===== config.mk =====
export PLATFORM = sky130hd
export DESIGN_NAME = multicycle_alu
export DESIGN_NICKNAME = d
export VERILOG_FILES = /design/src/rtl/multicycle_alu.sv
export SDC_FILE = /design/constraint.sdc
export NUM_CORES = 1
export LEC_CHECK = 0
export CORE_ASPECT_RATIO = 0.5
export CORE_MARGIN = 3
export CORE_UTILIZATION = 55
export DETAILED_ROUTE_END_ITERATION = 8
export PLACE_DENSITY = 0.81
export SLEW_MARGIN = 20
export SYNTH_ARGS = -nofsm -noshare
export SYNTH_HDL_FRONTEND = slang
export SYNTH_SLANG_ARGS = --single-unit

===== constraint.sdc =====
create_clock -name clk -period 4.2 [get_ports clk]
set_clock_uncertainty 0.05 [all_clocks]
set_input_delay 0.84 -clock clk [delete_from_list [all_inputs] [get_ports clk]]
set_output_delay 0.84 -clock clk [all_outputs]
set_load 0.005 [all_outputs]

===== src/rtl/multicycle_alu.sv =====
// Multicycle ALU: single-cycle logic/arith ops, iterative shift-add multiply and
// optional restoring divide (enabled by defining MULTICYCLE_ALU_DIV_EN).
module multicycle_alu #(
  parameter int WIDTH = 32,
  parameter int CNT_W = 6
) (
  input  logic             clk,
  input  logic             reset,
  input  logic             in_valid,
  output logic             in_ready,
  input  logic [WIDTH-1:0] a,
  input  logic [WIDTH-1:0] b,
  input  logic [3:0]       aluctrl,
  output logic             out_valid,
  input  logic             out_ready,
  output logic [WIDTH-1:0] aluOut,
  output logic             zero,
  output logic             LSb_aluresult,
  output logic             div_by_zero
);

  localparam logic [3:0] OP_AND  = 4'd0;
  localparam logic [3:0] OP_OR   = 4'd1;
  localparam logic [3:0] OP_ADD  = 4'd2;
  localparam logic [3:0] OP_MUL  = 4'd4;
  localparam logic [3:0] OP_DIVU = 4'd5;
  localparam logic [3:0] OP_REMU = 4'd6;
  localparam logic [3:0] OP_SUB  = 4'd10;
  localparam logic [3:0] OP_SLTU = 4'd11;
  localparam logic [3:0] OP_SLT  = 4'd12;

  localparam logic [CNT_W-1:0] LAST_ITER = CNT_W'(WIDTH - 1);

  typedef enum logic [1:0] {
    S_IDLE,
    S_MUL,
    S_DONE
`ifdef MULTICYCLE_ALU_DIV_EN
    , S_DIV
`endif
  } state_t;

  state_t           state_q, state_d;
  logic [WIDTH-1:0] x_q, x_d;
  logic [WIDTH-1:0] y_q, y_d;
  logic [WIDTH-1:0] acc_q, acc_d;
  logic [WIDTH-1:0] res_q, res_d;
  logic [CNT_W-1:0] cnt_q, cnt_d;
  logic [WIDTH-1:0] simple_res;

`ifdef MULTICYCLE_ALU_DIV_EN
  logic             rem_sel_q, rem_sel_d;
  logic             dbz_q, dbz_d;
  logic [WIDTH:0]   rem_sh;
  logic [WIDTH:0]   rem_diff;
  logic             q_bit;
`endif

  always_comb begin
    simple_res = '0;
    case (aluctrl)
      OP_AND:  simple_res = a & b;
      OP_OR:   simple_res = a | b;
      OP_ADD:  simple_res = a + b;
      OP_SUB:  simple_res = a - b;
      OP_SLTU: simple_res = {{(WIDTH-1){1'b0}}, (a < b)};
      OP_SLT:  simple_res = {{(WIDTH-1){1'b0}}, ($signed(a) < $signed(b))};
      default: simple_res = '0;
    endcase
  end

`ifdef MULTICYCLE_ALU_DIV_EN
  // One restoring step: shift the next dividend bit into the partial remainder.
  always_comb begin
    rem_sh   = {acc_q, x_q[WIDTH-1]};
    rem_diff = rem_sh - {1'b0, y_q};
    q_bit    = ~rem_diff[WIDTH];
  end
`endif

  always_comb begin
    state_d = state_q;
    x_d     = x_q;
    y_d     = y_q;
    acc_d   = acc_q;
    res_d   = res_q;
    cnt_d   = cnt_q;
`ifdef MULTICYCLE_ALU_DIV_EN
    rem_sel_d = rem_sel_q;
    dbz_d     = dbz_q;
`endif
    case (state_q)
      S_IDLE: begin
        if (in_valid) begin
          x_d   = a;
          y_d   = b;
          acc_d = '0;
          cnt_d = '0;
          if (aluctrl == OP_MUL) begin
            state_d = S_MUL;
`ifdef MULTICYCLE_ALU_DIV_EN
          end else if (aluctrl == OP_DIVU || aluctrl == OP_REMU) begin
            rem_sel_d = (aluctrl == OP_REMU);
            state_d   = S_DIV;
`endif
          end else begin
            res_d   = simple_res;
`ifdef MULTICYCLE_ALU_DIV_EN
            dbz_d   = 1'b0;
`endif
            state_d = S_DONE;
          end
        end
      end
      S_MUL: begin
        if (y_q[0]) acc_d = acc_q + x_q;
        x_d   = x_q << 1;
        y_d   = y_q >> 1;
        cnt_d = cnt_q + 1'b1;
        if (cnt_q == LAST_ITER) begin
          res_d   = acc_d;
`ifdef MULTICYCLE_ALU_DIV_EN
          dbz_d   = 1'b0;
`endif
          state_d = S_DONE;
        end
      end
`ifdef MULTICYCLE_ALU_DIV_EN
      // A zero divisor naturally yields an all-ones quotient and remainder = a.
      S_DIV: begin
        acc_d = q_bit ? rem_diff[WIDTH-1:0] : rem_sh[WIDTH-1:0];
        x_d   = {x_q[WIDTH-2:0], q_bit};
        cnt_d = cnt_q + 1'b1;
        if (cnt_q == LAST_ITER) begin
          res_d   = rem_sel_q ? acc_d : x_d;
          dbz_d   = (y_q == '0);
          state_d = S_DONE;
        end
      end
`endif
      S_DONE: begin
        if (out_ready) state_d = S_IDLE;
      end
      default: state_d = S_IDLE;
    endcase
  end

  always_ff @(posedge clk) begin
    if (reset) begin
      state_q <= S_IDLE;
      x_q     <= '0;
      y_q     <= '0;
      acc_q   <= '0;
      res_q   <= '0;
      cnt_q   <= '0;
`ifdef MULTICYCLE_ALU_DIV_EN
      rem_sel_q <= 1'b0;
      dbz_q     <= 1'b0;
`endif
    end else begin
      state_q <= state_d;
      x_q     <= x_d;
      y_q     <= y_d;
      acc_q   <= acc_d;
      res_q   <= res_d;
      cnt_q   <= cnt_d;
`ifdef MULTICYCLE_ALU_DIV_EN
      rem_sel_q <= rem_sel_d;
      dbz_q     <= dbz_d;
`endif
    end
  end

  assign in_ready      = (state_q == S_IDLE);
  assign out_valid     = (state_q == S_DONE);
  assign aluOut        = res_q;
  assign zero          = (res_q == '0);
  assign LSb_aluresult = res_q[0];
`ifdef MULTICYCLE_ALU_DIV_EN
  assign div_by_zero   = dbz_q;
`else
  assign div_by_zero   = 1'b0;
`endif

endmodule


==> impl_metrics.json <==
{
  "drv_cap": 0,
  "setup_tns_ns": 0,
  "crit_path_start_kind": "input port",
  "fmax_mhz": 253,
  "max-vdd-ir-drop_uv": 251,
  "synth_cell_type_count": 84,
  "postCtsSetupRepairBufs": 0,
  "antenna_found_initial": 0,
  "clkPwrFrac_pct": 33.4,
  "synth_compound_area_share_pct": 31.3,
  "slew_violations": 0,
  "grt_pass1_vias": 13200,
  "final_antenna_net_count": 0,
  "row_count": 38,
  "required_ns": 4.43,
  "coreArea_um2": 22100,
  "layout.nets": 2120,
  "intPower_mw": 3.03,
  "synth_edf_count": 0,
  "synth_area_um2": 12600,
  "cp_slowest_cell": "clkdlybuf4s50_1",
  "viasPerCell": 6.45,
  "gp_congestion": 1.02,
  "p_sw_share_pct": 37.1,
  "place_area_um2": 14700,
  "final_common_cell": "nand2_1",
  "worstMarginPinSlew_ns": 1.08,
  "power.switching_mw": 1.78,
  "dp_hpwl_um": 36400,
  "min_from": "acc_q[4]",
  "syn_avg_cell_area_um2": 7.19,
  "grt_start_max_net_pins": 89,
  "multi_input_area_um2": 9040,
  "holdPathStages": 2,
  "status": "finished, final reports clean",
  "critPathTopFamily": "compound AO/OA/AOI/OAI gates",
  "ys_seq_elements": 136,
  "critPathMostFrequentCell": "inv_1",
  "finalHoldViolCount": 0,
  "clk_latency_ns": 0.45,
  "numClockSinks": 136,
  "hold_class": "reg2reg",
  "route.detailed.drc": 0,
  "p_seq_share_pct": 32.0,
  "startpoint": "a[0]",
  "regArea_um2": 2720,
  "cp_num_cells": 15,
  "drt_first_pass_iters": 6,
  "rsz0062_at_grt": "false",
  "synth_simple_gate_area_share_pct": 22.9,
  "drtIter0Drc": 2172,
  "period_needed_ns": 3.96,
  "syn2layout_area_growth_pct": 21.5,
  "p_leak_nw": 6.61,
  "crit_arrival_ns": 4.19,
  "grt.total_usage_pct": 38.5,
  "synth_xor_area_share_pct": 1.94,
  "routed_wl_um": 48000,
  "combinationalPowerShare_pct": 34.6,
  "drive_gt1_share_pct": 11.0,
  "postCtsResizedCells": 0,
  "clkTransAtPathRegs_ns": 0.07,
  "worstRegToRegCells": 11,
  "synth_cells": 1755,
  "max_slew_margin_pct": 28.1,
  "end_kind": "flip-flop",
  "portBuffers": 107,
  "synth_top_family_by_area": "compound AO/OA/AOI/OAI gates",
  "slowest_delay_ns": 0.50,
  "hold_buffers": 0,
  "diodes": 0,
  "cp_max_fo": 4,
  "ys_dominant_reg_cell": "dfxtp_1",
  "cts_made_buffers": 17,
  "final_area_um2": 15300,
  "power_density_nw_per_um2": 314,
  "yosysSeqAreaShare_pct": 21.6,
  "async_reset_ff_share_pct": 0,
  "crit_type": "in2reg",
  "die_w_um": 220,
  "overflow": 0,
  "yosys.area_share.adder_pct": 13.5,
  "worst-path-buf-inv": 4,
  "die-area_um2": 24900,
  "io_pins": 109,
  "nFillCells": 1918,
  "period_share_pct": 94.2,
  "cts_buffer_depth": 2,
  "cts_max_level": 4,
  "start_util_pct": 57.1,
  "path_cells": "clkdlybuf4s50_1 -> inv_1 -> ha_1 -> inv_1 -> fa_1 -> nor2b_1 -> o21ai_1 -> a41oi_2 -> buf_4 -> o2111ai_1 -> a21boi_0 -> o2111a_1 -> or3_1 -> a221oi_1 -> a211oi_1",
  "via_count": 14400,
  "die_h_um": 113,
  "ys_warn_count": 0,
  "grt_pass1_wl_um": 74900,
  "wl_per_cell_um": 21.5,
  "cts_tree": "built",
  "synth_nets": 1961,
  "cts_root_buf": "clkbuf_16",
  "setup_viol": 0,
  "final_cell_mix": "225 x nand2_1, 214 x nor2_1, 151 x buf_4",
  "r2r_start": "x_q[0]",
  "synth_mux_area_share_pct": 1.74
}
==> stage by stage <==
stage                     hold WS (ns)  util, %  setup slack [ns]  total power, mW  cells
final                            0.427     69.4             0.244             4.81   2227
after global routing             0.451     69.4            0.0114             5.01   2227
after CTS                        0.427     69.4             0.320             4.75   2227
after detailed placement         0.418     66.7            -0.134             3.16   2195
after global placement           0.408     66.7           -0.0823             3.14   2195
after floorplan                  0.395        -             0.582             2.48   1755
==> worst register-to-register path: cells and delay by family, from the launching register on <==
family	cells	cell delay (ns)
AO/OA/AOI/OAI	8	2.34
adder cells (fa/ha/maj)	2	0.63
flip-flops	1	0.34
AND/OR/NAND/NOR	1	0.22
==> final cells by class <==
class	count	area share (%)
flip-flops and latches	136	17.7
well taps	300	2.45
inverters	108	2.64
repair buffers	257	14.3
multi-input cells	1394	58.9
clock buffers	18	2.80
clock inverters	14	1.12
==> synthesized netlist by cell type (24+ instances only) <==
cell / n / area (um^2)
nand2_1: 225 / 845
nor2_1: 216 / 811
a21oi_1: 150 / 751
dfxtp_1: 136 / 2720
ha_1: 131 / 1640
inv_1: 108 / 405
clkbuf_1: 95 / 357
a311oi_1: 79 / 692
o21ai_0: 79 / 395
nor3_1: 47 / 235
a21o_1: 30 / 225
nand3_1: 24 / 120
==> worst paths after layout <==
check / slack (ns) / end
worst max-delay path: 0.24 / aluOut[20]
worst min register to register: 0.43 / acc_q[4]
worst max register to register: 0.46 / aluOut[26]
worst min-delay path: 0.43 / acc_q[4]
==> sequential cells by signal, indices dropped and copies added, names as in the netlist <==
| register | count |
|---|---|
| acc_q | 32 |
| aluOut | 32 |
| x_q | 32 |
| y_q | 32 |
| cnt_q | 6 |
| state_q | 2 |
==> power groups by stage <==
stage                     clock network, mW  logic (mW)  registers, mW
final                                  1.61        1.67           1.54
after global routing                   1.66        1.80           1.55
after CTS                              1.60        1.61           1.53
after detailed placement                  0        1.60           1.56
after global placement                    0        1.58           1.56
after floorplan                           0       0.971           1.51
==> metal layers <==
layer  part of all wire [%]  wire (um)  vias up  global-route usage, %
li1                       -          -     6703                      -
met1                     45      21800     6730                   56.7
met2                     39      18800      841                   53.9
met3                     13       6440      100                   13.2
met4                    1.9        931        0                   7.63
met5                      0          0        -                      0
==> cell families after synthesis <==
kind of cell,after synthesis
AND/OR/NAND/NOR,643
flip-flops,136
multiplexers,21
other,1
XOR/XNOR,28
adder cells (fa/ha/maj),134
buffers and inverters,225
AO/OA/AOI/OAI,567
Power figures use the tool's default switching activity.
